## config.mk

```make
export PLATFORM = sky130hd
export DESIGN_NAME = cmd_frame_resp_flat
export DESIGN_NICKNAME = d
export VERILOG_FILES = /design/src/rtl/dso_cmd_pkg.sv /design/src/rtl/cmd_frame_resp_if.sv /design/src/rtl/resp_fifo2.sv /design/src/rtl/cmd_frame_resp.sv /design/src/flat_wrapper.sv
export SDC_FILE = /design/constraint.sdc
export NUM_CORES = 1
export LEC_CHECK = 0
export BUFFER_PORTS_ARGS = -buffer_cell sky130_fd_sc_hd__buf_2
export CELL_PAD_IN_SITES_DETAIL_PLACEMENT = 1
export CELL_PAD_IN_SITES_GLOBAL_PLACEMENT = 1
export CORE_UTILIZATION = 42
export CTS_BUF_LIST = sky130_fd_sc_hd__clkbuf_4 sky130_fd_sc_hd__clkbuf_8
export DETAILED_ROUTE_END_ITERATION = 12
export GPL_TIMING_DRIVEN = 1
export PLACE_DENSITY = 0.85
export SYNTH_ARGS = -nofsm -noshare
export SYNTH_HDL_FRONTEND = slang
export SYNTH_HIERARCHICAL = 1
export SYNTH_SLANG_ARGS = --single-unit
```

## constraint.sdc

```tcl
create_clock -name clk -period 1.85 [get_ports clk]
set_clock_uncertainty 0.15 [all_clocks]
set_input_delay 0 -clock clk [delete_from_list [all_inputs] [get_ports clk]]
set_output_delay 0 -clock clk [all_outputs]
set_load 0.02 [all_outputs]
```

## src/rtl/dso_cmd_pkg.sv

```systemverilog
// Shared DSO command definitions: opcodes, ack codes and
// the host-link framer/responder state encodings.
package dso_cmd_pkg;

    localparam logic [7:0] DUMP_CH  = 8'h01;
    localparam logic [7:0] CFG_GAIN = 8'h02;
    localparam logic [7:0] TRIG_LVL = 8'h03;
    localparam logic [7:0] TRIG_POS = 8'h04;
    localparam logic [7:0] SET_DEC  = 8'h05;
    localparam logic [7:0] TRIG_CFG = 8'h06;
    localparam logic [7:0] TRIG_RD  = 8'h07;
    localparam logic [7:0] EEP_WRT  = 8'h08;
    localparam logic [7:0] EEP_RD   = 8'h09;

    localparam logic [7:0] POS_ACK  = 8'hA5;
    localparam logic [7:0] NEG_ACK  = 8'hEE;

    typedef enum logic [1:0] {
        IDLE,
        B1,
        B2,
        FULL
    } rx_state_t;

    typedef enum logic {
        TX_IDLE,
        TX_BUSY
    } tx_state_t;

endpackage

```

## src/rtl/cmd_frame_resp_if.sv

```systemverilog
// Host-link bundle between UART core, framer and command
// processor; slave is the framer side.
interface cmd_frame_resp_if;

    logic [7:0]  rx_data;
    logic        rx_rdy;
    logic        clr_rx_rdy;
    logic [23:0] cmd;
    logic        cmd_rdy;
    logic        clr_cmd_rdy;
    logic        overrun;
    logic        frame_err;
    logic [7:0]  resp_data;
    logic        send_resp;
    logic        resp_full;
    logic        resp_empty;
    logic [7:0]  tx_data;
    logic        trmt;
    logic        tx_done;

    modport slave (
        input  rx_data, rx_rdy, clr_cmd_rdy,
        input  resp_data, send_resp, tx_done,
        output clr_rx_rdy, cmd, cmd_rdy, overrun,
        output frame_err, resp_full, resp_empty,
        output tx_data, trmt
    );

    modport master (
        output rx_data, rx_rdy, clr_cmd_rdy,
        output resp_data, send_resp, tx_done,
        input  clr_rx_rdy, cmd, cmd_rdy, overrun,
        input  frame_err, resp_full, resp_empty,
        input  tx_data, trmt
    );

endinterface

```

## src/rtl/resp_fifo2.sv

```systemverilog
// Two-entry response byte FIFO; pushes while full are
// dropped, pop is only issued by the owner when not empty.
module resp_fifo2 (
    input  logic       clk,
    input  logic       rst_n,
    input  logic       push,
    input  logic [7:0] din,
    input  logic       pop,
    output logic [7:0] dout,
    output logic       full,
    output logic       empty
);

    logic [7:0] mem [2];
    logic       wp;
    logic       rp;
    logic [1:0] count;
    logic       push_ok;

    assign push_ok = push && (count != 2'd2);
    assign full    = (count == 2'd2);
    assign empty   = (count == 2'd0);
    assign dout    = mem[rp];

    // storage, pointers and occupancy
    always_ff @(posedge clk or negedge rst_n) begin
        if (!rst_n) begin
            mem[0] <= '0;
            mem[1] <= '0;
            wp     <= 1'b0;
            rp     <= 1'b0;
            count  <= 2'd0;
        end else begin
            if (push_ok) begin
                mem[wp] <= din;
                wp      <= ~wp;
            end
            if (pop)
                rp <= ~rp;
            count <= count + 2'(push_ok) - 2'(pop);
        end
    end

endmodule

```

## src/rtl/cmd_frame_resp.sv

```systemverilog
// Host UART framer: three bytes in -> one 24-bit command,
// response bytes out through a 2-deep buffer.
module cmd_frame_resp
    import dso_cmd_pkg::*;
#(
    parameter int FRAME_TO = 65536,
    parameter int TO_W     = 17
) (
    input  logic           clk,
    input  logic           rst_n,
    cmd_frame_resp_if.slave bus
);

    localparam logic [TO_W-1:0] TO_LAST = TO_W'(FRAME_TO - 1);

    rx_state_t       rx_st, rx_nxt;
    tx_state_t       tx_st, tx_nxt;
    logic            cap;
    logic            in_frame;
    logic            tmo;
    logic            pop;
    logic [TO_W-1:0] to_cnt;
    logic [23:0]     cmd_q;
    logic            cmd_rdy_q;
    logic            clr_rx_q;
    logic            ovr_q;
    logic            ferr_q;
    logic [7:0]      tx_data_q;
    logic            trmt_q;
    logic [7:0]      fifo_dout;
    logic            fifo_full;
    logic            fifo_empty;

    assign cap      = bus.rx_rdy & ~clr_rx_q;
    assign in_frame = (rx_st == B1) || (rx_st == B2);

    assign bus.cmd        = cmd_q;
    assign bus.cmd_rdy    = cmd_rdy_q;
    assign bus.clr_rx_rdy = clr_rx_q;
    assign bus.overrun    = ovr_q;
    assign bus.frame_err  = ferr_q;
    assign bus.tx_data    = tx_data_q;
    assign bus.trmt       = trmt_q;
    assign bus.resp_full  = fifo_full;
    assign bus.resp_empty = fifo_empty && (tx_st == TX_IDLE);

    // state registers for both paths
    always_ff @(posedge clk or negedge rst_n) begin
        if (!rst_n) begin
            rx_st <= IDLE;
            tx_st <= TX_IDLE;
        end else begin
            rx_st <= rx_nxt;
            tx_st <= tx_nxt;
        end
    end

    // frame assembly; a capture on the timeout cycle wins
    always_comb begin
        rx_nxt = rx_st;
        tmo    = 1'b0;
        unique case (rx_st)
            IDLE: if (cap) rx_nxt = B1;
            B1: begin
                if (cap)
                    rx_nxt = B2;
                else if (to_cnt == TO_LAST) begin
                    tmo    = 1'b1;
                    rx_nxt = IDLE;
                end
            end
            B2: begin
                if (cap)
                    rx_nxt = FULL;
                else if (to_cnt == TO_LAST) begin
                    tmo    = 1'b1;
                    rx_nxt = IDLE;
                end
            end
            FULL: if (bus.clr_cmd_rdy) rx_nxt = IDLE;
            default: rx_nxt = IDLE;
        endcase
    end

    // command datapath, handshake flags and byte timer
    always_ff @(posedge clk or negedge rst_n) begin
        if (!rst_n) begin
            cmd_q     <= '0;
            cmd_rdy_q <= 1'b0;
            clr_rx_q  <= 1'b0;
            ovr_q     <= 1'b0;
            ferr_q    <= 1'b0;
            to_cnt    <= '0;
        end else begin
            clr_rx_q <= cap;
            ferr_q   <= tmo;
            if (cap || !in_frame)
                to_cnt <= '0;
            else
                to_cnt <= to_cnt + TO_W'(1);
            if (cap) begin
                unique case (rx_st)
                    IDLE:    cmd_q[23:16] <= bus.rx_data;
                    B1:      cmd_q[15:8]  <= bus.rx_data;
                    B2:      cmd_q[7:0]   <= bus.rx_data;
                    default: cmd_q        <= cmd_q;
                endcase
            end
            if (rx_st == B2 && cap)
                cmd_rdy_q <= 1'b1;
            if (rx_st == FULL) begin
                if (bus.clr_cmd_rdy) begin
                    cmd_rdy_q <= 1'b0;
                    ovr_q     <= 1'b0;
                end else if (cap) begin
                    ovr_q <= 1'b1;
                end
            end
        end
    end

    // start a byte whenever idle with data buffered
    always_comb begin
        tx_nxt = tx_st;
        pop    = 1'b0;
        unique case (tx_st)
            TX_IDLE: begin
                if (!fifo_empty) begin
                    pop    = 1'b1;
                    tx_nxt = TX_BUSY;
                end
            end
            TX_BUSY: begin
                if (bus.tx_done && !trmt_q)
                    tx_nxt = TX_IDLE;
            end
            default: tx_nxt = TX_IDLE;
        endcase
    end

    // transmit byte latch and start pulse
    always_ff @(posedge clk or negedge rst_n) begin
        if (!rst_n) begin
            tx_data_q <= '0;
            trmt_q    <= 1'b0;
        end else begin
            trmt_q <= pop;
            if (pop)
                tx_data_q <= fifo_dout;
        end
    end

    resp_fifo2 u_fifo (
        .clk   (clk),
        .rst_n (rst_n),
        .push  (bus.send_resp),
        .din   (bus.resp_data),
        .pop   (pop),
        .dout  (fifo_dout),
        .full  (fifo_full),
        .empty (fifo_empty)
    );

endmodule

```

## src/flat_wrapper.sv

```systemverilog
// flat-port wrapper written by rule: the top's interface ports become plain ports
module cmd_frame_resp_flat import dso_cmd_pkg::*;
#(
    parameter int FRAME_TO = 65536,
    parameter int TO_W     = 17
)
  (clk, rst_n, bus_rx_data, bus_rx_rdy, bus_clr_cmd_rdy, bus_resp_data, bus_send_resp, bus_tx_done, bus_clr_rx_rdy, bus_cmd, bus_cmd_rdy, bus_overrun, bus_frame_err, bus_resp_full, bus_resp_empty, bus_tx_data, bus_trmt);
  cmd_frame_resp_if bus_i ();
  input  logic clk;
  input  logic rst_n;
  input wire logic [$bits(bus_i.rx_data)-1:0] bus_rx_data;
  input wire logic [$bits(bus_i.rx_rdy)-1:0] bus_rx_rdy;
  input wire logic [$bits(bus_i.clr_cmd_rdy)-1:0] bus_clr_cmd_rdy;
  input wire logic [$bits(bus_i.resp_data)-1:0] bus_resp_data;
  input wire logic [$bits(bus_i.send_resp)-1:0] bus_send_resp;
  input wire logic [$bits(bus_i.tx_done)-1:0] bus_tx_done;
  output wire logic [$bits(bus_i.clr_rx_rdy)-1:0] bus_clr_rx_rdy;
  output wire logic [$bits(bus_i.cmd)-1:0] bus_cmd;
  output wire logic [$bits(bus_i.cmd_rdy)-1:0] bus_cmd_rdy;
  output wire logic [$bits(bus_i.overrun)-1:0] bus_overrun;
  output wire logic [$bits(bus_i.frame_err)-1:0] bus_frame_err;
  output wire logic [$bits(bus_i.resp_full)-1:0] bus_resp_full;
  output wire logic [$bits(bus_i.resp_empty)-1:0] bus_resp_empty;
  output wire logic [$bits(bus_i.tx_data)-1:0] bus_tx_data;
  output wire logic [$bits(bus_i.trmt)-1:0] bus_trmt;
  assign bus_i.rx_data = bus_rx_data;
  assign bus_i.rx_rdy = bus_rx_rdy;
  assign bus_i.clr_cmd_rdy = bus_clr_cmd_rdy;
  assign bus_i.resp_data = bus_resp_data;
  assign bus_i.send_resp = bus_send_resp;
  assign bus_i.tx_done = bus_tx_done;
  assign bus_clr_rx_rdy = bus_i.clr_rx_rdy;
  assign bus_cmd = bus_i.cmd;
  assign bus_cmd_rdy = bus_i.cmd_rdy;
  assign bus_overrun = bus_i.overrun;
  assign bus_frame_err = bus_i.frame_err;
  assign bus_resp_full = bus_i.resp_full;
  assign bus_resp_empty = bus_i.resp_empty;
  assign bus_tx_data = bus_i.tx_data;
  assign bus_trmt = bus_i.trmt;
  cmd_frame_resp #(.FRAME_TO(FRAME_TO), .TO_W(TO_W)) u_core (.clk(clk), .rst_n(rst_n), .bus(bus_i));
endmodule
```

==> run_results.csv, run 1 <==
group,metric,value,unit
run_status,status,"complete, no violations",
clocking,cts_tree,"yes",
synthesis,synth_edf_count,0,
route,drtIter0Drc,96,
setup_path,endpoint_kind,"register",
global_route,grt_overflow,0,
place,dpl.hpwl,5.07,mm
setup_path,reg2reg_to,"u_core/rx_st[1]$_DFFE_PN0P_",
layout,drive_gt1_share,47.7,%
global_route,grt_first_pass_wirelength,12.6,mm
synthesis,synth_cells,241,
floorplanning,io_pins,61,
timing,fmax,571,MHz
synthesis,yosysSeqAreaShare,58.7,%
place,placed_area,3800,sq um
power_and_ir_drop,power_density,1600,nW/um^2
setup_path,critPathMaxFanout,3,
setup_path,cp-startpoint,"u_core/to_cnt[0]$_DFF_PN0_",
layout,nets,376,
synthesis,avgSynthCellArea,13.6,sq um
global_route,antenna_found_initial,0,
setup_path,critical_path.startpoint_type,"register",
route,antenna_left,0,
place,dp.cells,409,
timing,worst_slew_margin_rel,66.7,%
synthesis,synth.most_common_cell,"dfrtp_1",
setup_path,crit_end,"u_core/rx_st[1]$_DFFE_PN0P_",
clocking,path_clk_slew,0.08,ns
synthesis,synth_top_flop_cell,"dfrtp_1",
synthesis,synth_compound_area_share,2.32,%
route,wl_per_cell,16.2,um
clocking,insertion_delay,0.35,ns
setup_path,cp.arrival,1.84,ns
synthesis,synthArstFlopShare,100,%
setup_path,regToRegSetupSlack,0.1,ns
route,via_per_inst,5.01,
layout,final_cell_area,4270,sq um
layout,antenna_cells,0,
timing,setup_violations,0,
floorplanning,core-area,7410,sq um
place,io_buffers,60,
setup_path,regToRegStartpoint,"u_core/to_cnt[0]$_DFF_PN0_",
timing,worst_pin_slew,0.500,ns
route,drt_first_pass_iters,3,
synthesis,synthAdderAreaFrac,3.43,%
global_route,grt_pass1_vias,2575,
synthesis,syn_area,3280,sq um
timing,hold_violations,0,
floorplanning,die-area,8170,sq um
floorplanning,start_util,44.3,%
synthesis,synth_commonest_cells,"dfrtp_1, mux2_2, nor2_1, ha_1, xnor2_1",
synthesis,yosys.area.top_type,"dfrtp_1",
clocking,clock-sinks,77,
floorplanning,die_x,90.4,um
setup_path,required,1.94,ns
power_and_ir_drop,leakagePower,1.98,nW
setup_path,setup.worst_path.class,"reg -> reg",
route,wl,7.28,mm
synthesis,ys_ff_latch,77,
synthesis,ys_types,34,
layout,syn_to_final_growth,30.2,%
timing,slew_violations,0,
setup_path,ff2ff_path_depth,7,
hold_path,hold_class,"in -> async",
synthesis,synth-xor-area-share,4.54,%
clocking,cts-buffers-inserted,9,
layout,finalCoreUtilization,57.7,%
floorplanning,die_h,90.4,um
job,drv_cap,0,
clocking,ctsLongestPathBuffers,2,
timing,fin_crit_sh,94.7,%
global_route,grt_start_max_net_pins,38,
global_route,grt_usage,19.9,%
synthesis,muxShareOfSynthArea,19.2,%
clocking,root_buffer,"clkbuf_8",
synthesis,yosysTopAreaCellShare,58.7,%
timing,min_period,1.75,ns
power_and_ir_drop,worst_ir_drop_vdd,0.823,mV
synthesis,synth_simple_gate_area_share,10.4,%
route,vias,2250,
place,place_congestion,0.756,
layout,finalNonFillerCells,449,
synthesis,syn_nets,272,
synthesis,yosys_warnings,6,
floorplanning,rows,31,
clocking,htreeDepth,3,
synthesis,synth_area_leaders,"dfrtp_1, mux2_2, ha_1",
route,drc,0,
synthesis,synth_top_family_by_area,"multiplexers",
critical path, cell delays in order, from the launching register on:
cell     delay (ns)
dfrtp_1        0.37
ha_2           0.19
and4_4         0.21
nand3_2        0.09
nor2_2         0.11
ha_2           0.21
o31ai_2        0.08
a22o_1         0.24
through the flow:
stage                     worst slack, ns  hold slack (ns)  power (mW)  TNS (ns)
after floorplan                    0.0286           -0.446        4.52         0
after global placement             0.0616           -0.151        5.29         0
after detailed placement          -0.0484           -0.145        5.45   -0.0554
after CTS                        0.000534          0.00850        6.88         0
after global routing             -0.00134           0.0365        7.27  -0.00134
final                              0.0983          0.00976        6.84         0
cells by family (layout without fill, tap and decap cells):
family,count (synthesis),in the layout
flops,77,77
simple gates,59,59
mux,56,56
xor+xnor,17,17
compound gates,13,13
buf+inv,10,119
fa+ha+maj,9,9
where the power goes:
group	internal, mW	leakage [nW]	switching [mW]
sequential	2.35	0.955	0.414
combinational	1.32	0.913	1.41
clock	0.711	0.111	0.639
total	4.38	1.98	2.46
placed cells by master (no fill, tap or decap), drive strengths merged, types with 2 or more instances in the layout:
cell and count:
a21oi 7, a22o 2, and3 3, and4 4, buf 75, clkbuf 11, clkinv 2, dfrtp 77
dlygate4sd3 21, ha 9, inv 9, mux2 56, nand2 9, nand2b 3, nand3 5, nand4 5
nor2 19, nor2b 2, nor3 3, nor4 2, o21ai 2, xnor2 9, xor2 8
repair_timing:
action | 4_1_cts | 5_1_grt
pin swaps | 0 | 4
hold buffers | 21 | 0
resized for setup | 1 | 6
setup endpoints to repair | 2 | 2
setup buffers | 1 | 2
hold endpoints to repair | 124 | 0
routing by layer:
metal | track usage, % | wire [um]
met1 | 22.2 | 2990
met3 | 5.47 | 340
met2 | 36.3 | 3850
met4 | 7.26 | 99
met5 | 0 | 0
worst min path at each step:
stage,start,to,cells after the start
after detailed placement,rst_n,u_core/u_fifo/count[1]$_DFF_PN0_,1
after global placement,rst_n,u_core/to_cnt[3]$_DFF_PN0_,1
final,rst_n,u_core/rx_st[0]$_DFFE_PN0P_,2
after floorplan,rst_n,u_core/bus.clr_rx_rdy$_DFF_PN0_,0
after CTS,rst_n,u_core/u_fifo/count[0]$_DFF_PN0_,2
after global routing,rst_n,u_core/bus.tx_data[7]$_DFFE_PN0P_,2
final cells by class:
cell class,instances,area [sq um]
repair buffers,96,651
clock inverters,5,65.1
fillers,747,3130
inverters,7,26.3
multi-input cells,154,1330
flip-flops and latches,77,1930
well taps,99,124
clock buffers,11,151
flip-flops by register name, summed over array words and instances (netlist names):
name                   count
u_core/to_cnt             17
u_core/u_fifo/wp           1
u_core/bus.cmd            24
u_core/u_fifo/mem         16
u_core/u_fifo/rp           1
u_core/tx_st               1
u_core/u_fifo/count        2
u_core/bus.cmd_rdy         1
u_core/bus.overrun         1
u_core/bus.trmt            1
u_core/bus.frame_err       1
u_core/bus.tx_data         8
u_core/rx_st               2
u_core/bus.clr_rx_rdy      1
(Power assumes the default switching activity.)
==> run 2, diff against run 1 <==
- clock period: 1.85 -> 1.6 ns (I/O delays scaled with it)
==> run 2 against run 1 <==
Sequential power increased by 18%. Largest cell class unchanged. Cell count is 4.2% higher. Sequential share of layout area fell by 3.9 points. Highest routed layer unchanged. The flow now finishes with violations (setup timing). Sequential cell count unchanged. Largest power group is now combinational logic. Die area stayed put. First-iteration DRC count up 4.2%. Setup slack lost 0.27 ns.
==> run_results.csv, run 2 (same netlist as run 1, synthesis figures left out) <==
group,metric,value,unit
run_status,status,"finished with violations",
run_status,violations,"setup timing",
timing,fmax,564,MHz
clocking,path_clk_slew,0.09,ns
route,wl,9.29,mm
power_and_ir_drop,p_int,5.73,mW
layout,drive_gt1_share,54.7,%
timing,setup_slack,-0.173,ns
global_route,antenna_found_initial,0,
timing,rsz0062_at_grt,"true",
setup_path,crit_chain,"ha_2 > and4_4 > nand3_4 > nor2_4 > ha_4 > o31ai_4 > a22o_1",
timing,min_period,1.77,ns
power_and_ir_drop,power_frac_seq,36.4,%
clocking,cts-buffers-inserted,9,
layout,antenna_cells,0,
timing,worst_pin_slew,0.420,ns
layout,finalNonFillerCells,468,
timing,slew_violations,0,
setup_path,path_buf_inv,0,
setup_path,required,1.68,ns
floorplanning,die_x,90.4,um
place,io_buffers,60,
global_route,grt_overflow,0,
timing,whs,0.243,ns
route,drc,0,
route,drtIter0Drc,100,
layout,final_cell_mix,"dfrtp_1, buf_2, mux2_2",
timing,hold_violations,0,
floorplanning,core-area,7410,sq um
floorplanning,rows,31,
place,dp.cells,424,
timing,fin_crit_sh,111,%
route,drt_first_pass_iters,4,
setup_path,endpoint_kind,"register",
place,dpl.hpwl,5.25,mm
power_and_ir_drop,swShare,36.0,%
layout,syn_to_final_growth,42.6,%
place,place_congestion,0.764,
route,wl_per_cell,19.9,um
setup_path,critPathMaxFanout,3,
global_route,grt_pass1_vias,2822,
clocking,root_buffer,"clkbuf_8",
timing,setup_violations,15,
floorplanning,die_h,90.4,um
route,via_per_inst,5.19,
power_and_ir_drop,pwr-share-comb,42.9,%
route,antenna_left,0,
power_and_ir_drop,leakagePower,2.19,nW
global_route,grt_first_pass_wirelength,14.2,mm
setup_path,slowest_delay,0.38,ns
setup_path,cp_slowest_cell,"dfrtp_1",
job,drv_cap,0,
setup_path,critPathTopFamily,"simple AND/OR/NAND/NOR gates",
power_and_ir_drop,power.switching,3.22,mW
clocking,ctsLongestPathBuffers,2,
hold_path,hold_class,"in -> reg",
clocking,insertion_delay,0.35,ns
power_and_ir_drop,clkPwrFrac,20.6,%
timing,worst_slew_margin_rel,72.0,%
clocking,cts_tree,"yes",
setup_path,setup.worst_path.class,"reg -> reg",
setup_path,critical_path.startpoint_type,"register",
layout,nets,395,
floorplanning,io_pins,61,
global_route,grt_usage,22.5,%
floorplanning,start_util,44.3,%
global_route,grt_start_max_net_pins,48,
power_and_ir_drop,power_density,1910,nW/um^2
floorplanning,die-area,8170,sq um
layout,largest_reg_flops,24,
route,vias,2430,
setup_path,cp.arrival,1.85,ns
power_and_ir_drop,worst_ir_drop_vdd,1.01,mV
layout,final_common_cell,"dfrtp_1",
clocking,clock-sinks,77,
clocking,htreeDepth,3,
run 2: cell types whose count changed in the layout (fill, tap and decap cells not counted), moves of 3 or more:
| cell | delta |
|---|---|
| mux2_2 | -16 |
| nand2_4 | +3 |
| nor2_4 | +3 |
| mux2_4 | +16 |
| buf_4 | +13 |
| buf_6 | +4 |
| ha_1 | -3 |
run 2: power by group through the flow:
stage | sequential [mW] | combinational, mW | clock (mW)
after floorplan | 3.67 | 1.59 | 0
after global placement | 3.16 | 3.09 | 0
after detailed placement | 3.22 | 3.23 | 0
after CTS | 3.21 | 3.45 | 1.85
after global routing | 3.36 | 4.09 | 1.96
final | 3.26 | 3.84 | 1.84
run 2: routing by layer:
metal / up-vias / global-route usage (%) / part of all wire [%]
met5: - / 0 / 0
met4: 0 / 6.85 / 2.1
met3: 19 / 8.92 / 6.0
met2: 81 / 41.7 / 54
met1: 1242 / 23.1 / 38
li1: 1088 / - / -
run 2: final timing paths:
path                                                from                                 to  slack [ns]  cells after the start
max reg2reg                   u_core/to_cnt[0]$_DFF_PN0_        u_core/rx_st[1]$_DFFE_PN0P_       -0.17                      7
min reg2reg                u_core/bus.cmd[1]$_DFFE_PN0P_      u_core/bus.cmd[1]$_DFFE_PN0P_        0.36                      1
min in group asynchronous                          rst_n  u_core/bus.tx_data[7]$_DFFE_PN0P_        0.50                      3
max in group asynchronous                          rst_n         u_core/to_cnt[6]$_DFF_PN0_        0.19                      4
max                           u_core/to_cnt[0]$_DFF_PN0_        u_core/rx_st[1]$_DFFE_PN0P_       -0.17                      7
min                                      bus_clr_cmd_rdy     u_core/bus.overrun$_DFFE_PN0P_        0.24                      3
run 2: layout make-up:
cell class | count | area, sq um
fill | 730 | 2730
sequential | 77 | 1930
multi-input combinational | 154 | 1530
timing repair buffer | 115 | 823
clock buffer | 10 | 131
tap | 99 | 124
clock inverter | 6 | 119
inverter | 7 | 28.8
run 2: worst register-to-register path, stage by stage (launching register included):
cell and delay, ns:
dfrtp_1 0.38, ha_2 0.21, and4_4 0.24, nand3_4 0.09, nor2_4 0.14, ha_4 0.17, o31ai_4 0.06, a22o_1 0.23
run 2: timing repair:
action	in CTS	in global routing
endpoints found under the setup margin	15	41
resized for setup	5	44
endpoints found under the hold margin	122	0
hold buffers	22	0
pin swaps	5	13
setup buffers	4	3
run 2: per-stage QoR:
| stage | utilization [%] | setup slack (ns) | setup TNS [ns] | total power [mW] | area (sq um) |
|---|---|---|---|---|---|
| 3_3_place_gp | 53.3 | -0.0503 | -0.0940 | 6.25 | 3950 |
| 6_report | 63.2 | -0.173 | -1.45 | 8.95 | 4680 |
| 2_1_floorplan | - | -0.120 | -0.244 | 5.26 | 3300 |
| 3_5_place_dp | 53.3 | -0.141 | -0.534 | 6.45 | 3950 |
| 4_1_cts | 60.5 | -0.157 | -0.499 | 8.51 | 4480 |
| 5_1_grt | 63.2 | -0.234 | -2.68 | 9.41 | 4680 |
==> run 3, diff against run 2 <==
- BUFFER_PORTS_ARGS: -buffer_cell sky130_fd_sc_hd__buf_2 -> unset
- CORE_UTILIZATION: 42 -> 48
- DONT_BUFFER_PORTS: unset -> 1
==> run 3 against run 2 <==
The run ends with hold timing, setup timing left. Power fell by 9.9%. Routed wire length fell by 3.6%. Via count fell by 9.5%. First-iteration DRC count fell by 7.0%. Hold slack got worse by 1.1 ns. Count of clock-buffer cells in the layout rose by 2. Maximum frequency rose by 0.74%. Sequential cell count did not move. Non-clock buffer count fell by 61. Critical path type unchanged.
==> run_results.csv, run 3 (same netlist as run 1, synthesis figures left out) <==
group,metric,value,unit
setup_path,endpoint_kind,"register",
floorplanning,die_x,84.7,um
layout,final_cell_mix,"dfrtp_1, mux2_2, buf_4",
floorplanning,die-area,7170,sq um
setup_path,required,1.74,ns
floorplanning,core-area,6460,sq um
setup_path,setup.worst_path.class,"reg -> reg",
global_route,grt_first_pass_wirelength,13.0,mm
timing,fin_crit_sh,110,%
setup_path,cp_slowest_cell,"dfrtp_1",
layout,syn_to_final_growth,30.4,%
route,wl,8.96,mm
timing,min_period,1.76,ns
setup_path,ff2ff_path_depth,7,
setup_path,regToRegSetupSlack,-0.16,ns
layout,antenna_cells,0,
setup_path,critPathMaxFanout,3,
timing,setup_slack,-0.160,ns
clocking,path_clk_slew,0.09,ns
run_status,status,"finished with violations",
global_route,grt_pass1_vias,2466,
route,antenna_left,0,
timing,whs,-0.832,ns
power_and_ir_drop,power,8.06,mW
hold_path,hold_class,"in -> async",
global_route,grt.busiest_layer,"met2",
timing,rsz0062_at_grt,"true",
setup_path,slowest_delay,0.40,ns
layout,drive_gt1_share,47.7,%
floorplanning,io_pins,61,
route,drt_first_pass_iters,6,
power_and_ir_drop,leakagePower,1.91,nW
setup_path,critical_path.startpoint_type,"register",
setup_path,critPathTopFamily,"compound AO/OA/AOI/OAI gates",
job,drv_cap,0,
setup_path,cp.arrival,1.90,ns
clocking,ctsLongestPathBuffers,2,
timing,slew_violations,0,
floorplanning,die_h,84.7,um
layout,largest_reg_flops,24,
global_route,use_met1,29.0,%
global_route,met3_usage,7.67,%
global_route,grtUsageMet2,42.6,%
route,drc,0,
global_route,grt_usage,24.6,%
power_and_ir_drop,worst_ir_drop_vdd,1.24,mV
power_and_ir_drop,power_density,1880,nW/um^2
timing,fmax,568,MHz
setup_path,path_buf_inv,0,
global_route,grt_overflow,0,
route,drtIter0Drc,93,
clocking,htreeDepth,3,
place,io_buffers,0,
floorplanning,rows,29,
layout,final_common_cell,"dfrtp_1",
clocking,clock-sinks,77,
route,vias,2198,
layout,nets,334,
clocking,cts-buffers-inserted,9,
setup_path,crit_chain,"ha_2 > and4_4 > nand3_4 > nor2_4 > ha_4 > o31ai_1 > a22o_1",
route,via_per_inst,5.71,
timing,setup_violations,16,
setup_path,cp_num_cells,7,
route,wl_per_cell,23.3,um
timing,worst_slew_margin_rel,70.2,%
timing,worst_pin_slew,0.448,ns
global_route,antenna_found_initial,0,
global_route,grt_start_max_net_pins,78,
timing,hold_violations,77,
layout,final_cell_area,4280,sq um
clocking,root_buffer,"clkbuf_8",
clocking,cts_tree,"yes",
place,placed_area,3630,sq um
floorplanning,start_util,50.8,%
run_status,violations,"hold timing, setup timing",
place,dpl.hpwl,4.94,mm
place,place_congestion,0.764,
clocking,insertion_delay,0.36,ns
run 3: cell types whose count changed in the layout (fill, tap and decap cells not counted), moves of 2 or more:
cell,before,now
ha_1,4,2
buf_2,59,0
bufinv_16,3,0
mux2_2,40,48
dlygate4sd3_1,22,20
nand2_2,2,0
clkbuf_8,9,11
mux2_4,16,8
nand2_4,3,6
run 3: layout make-up:
class	instances	area, sq um
repair buffers	54	504
multi-input cells	154	1530
well taps	77	96.3
fillers	591	2180
inverters	7	28.8
clock buffers	12	159
flip-flops and latches	77	1930
clock inverters	4	30.0
run 3: repair_timing:
| item | in CTS | in global routing |
|---|---|---|
| hold endpoints to repair | 126 | 81 |
| resized for setup | 12 | 36 |
| pin swaps | 8 | 19 |
| endpoints found under the setup margin | 22 | 51 |
| buffers inserted | 3 | 4 |
| hold buffers | 19 | 1 |
run 3: path summary, 6_finish.rpt:
| path | startpoint | to |
|---|---|---|
| setup / recovery | u_core/to_cnt[1]$_DFF_PN0_ | u_core/rx_st[1]$_DFFE_PN0P_ |
| hold / removal | rst_n | u_core/bus.cmd[18]$_DFFE_PN0P_ |
| setup reg to reg | u_core/to_cnt[1]$_DFF_PN0_ | u_core/rx_st[1]$_DFFE_PN0P_ |
| hold reg to reg | u_core/u_fifo/mem[7]$_DFFE_PN0P_ | u_core/u_fifo/mem[7]$_DFFE_PN0P_ |
| max in group asynchronous | rst_n | u_core/rx_st[0]$_DFFE_PN0P_ |
| min in group clk | bus_tx_done | u_core/tx_st$_DFF_PN0_ |
run 3: metrics by stage:
| step | hold WS, ns | utilization (%) | instances | setup TNS [ns] | setup slack [ns] |
|---|---|---|---|---|---|
| 2_1_floorplan | -0.446 | - | 241 | -0.244 | -0.120 |
| 3_3_place_gp | -0.444 | 56.2 | 343 | -0.0882 | -0.0478 |
| 3_5_place_dp | -0.445 | 56.2 | 343 | -0.550 | -0.164 |
| 4_1_cts | -0.839 | 63.3 | 381 | -0.395 | -0.121 |
| 5_1_grt | -0.852 | 66.3 | 385 | -1.85 | -0.234 |
| 6_report | -0.832 | 66.3 | 385 | -0.672 | -0.160 |
run 3: layer usage:
metal	up-vias	part of all wire, %	wire length [um]
met5	-	0	0
met4	0	1.2	111
met3	9	5.2	469
met2	67	53	4790
met1	1150	40	3600
li1	972	-	-
run 3: report_power, final:
part           total, mW  internal, mW  leakage (nW)  switching (mW)
sequential          3.95          2.72         0.953            1.23
combinational       2.67          1.56         0.865            1.11
clock               1.44         0.672        0.0964           0.766
total               8.06          4.95          1.91            3.11
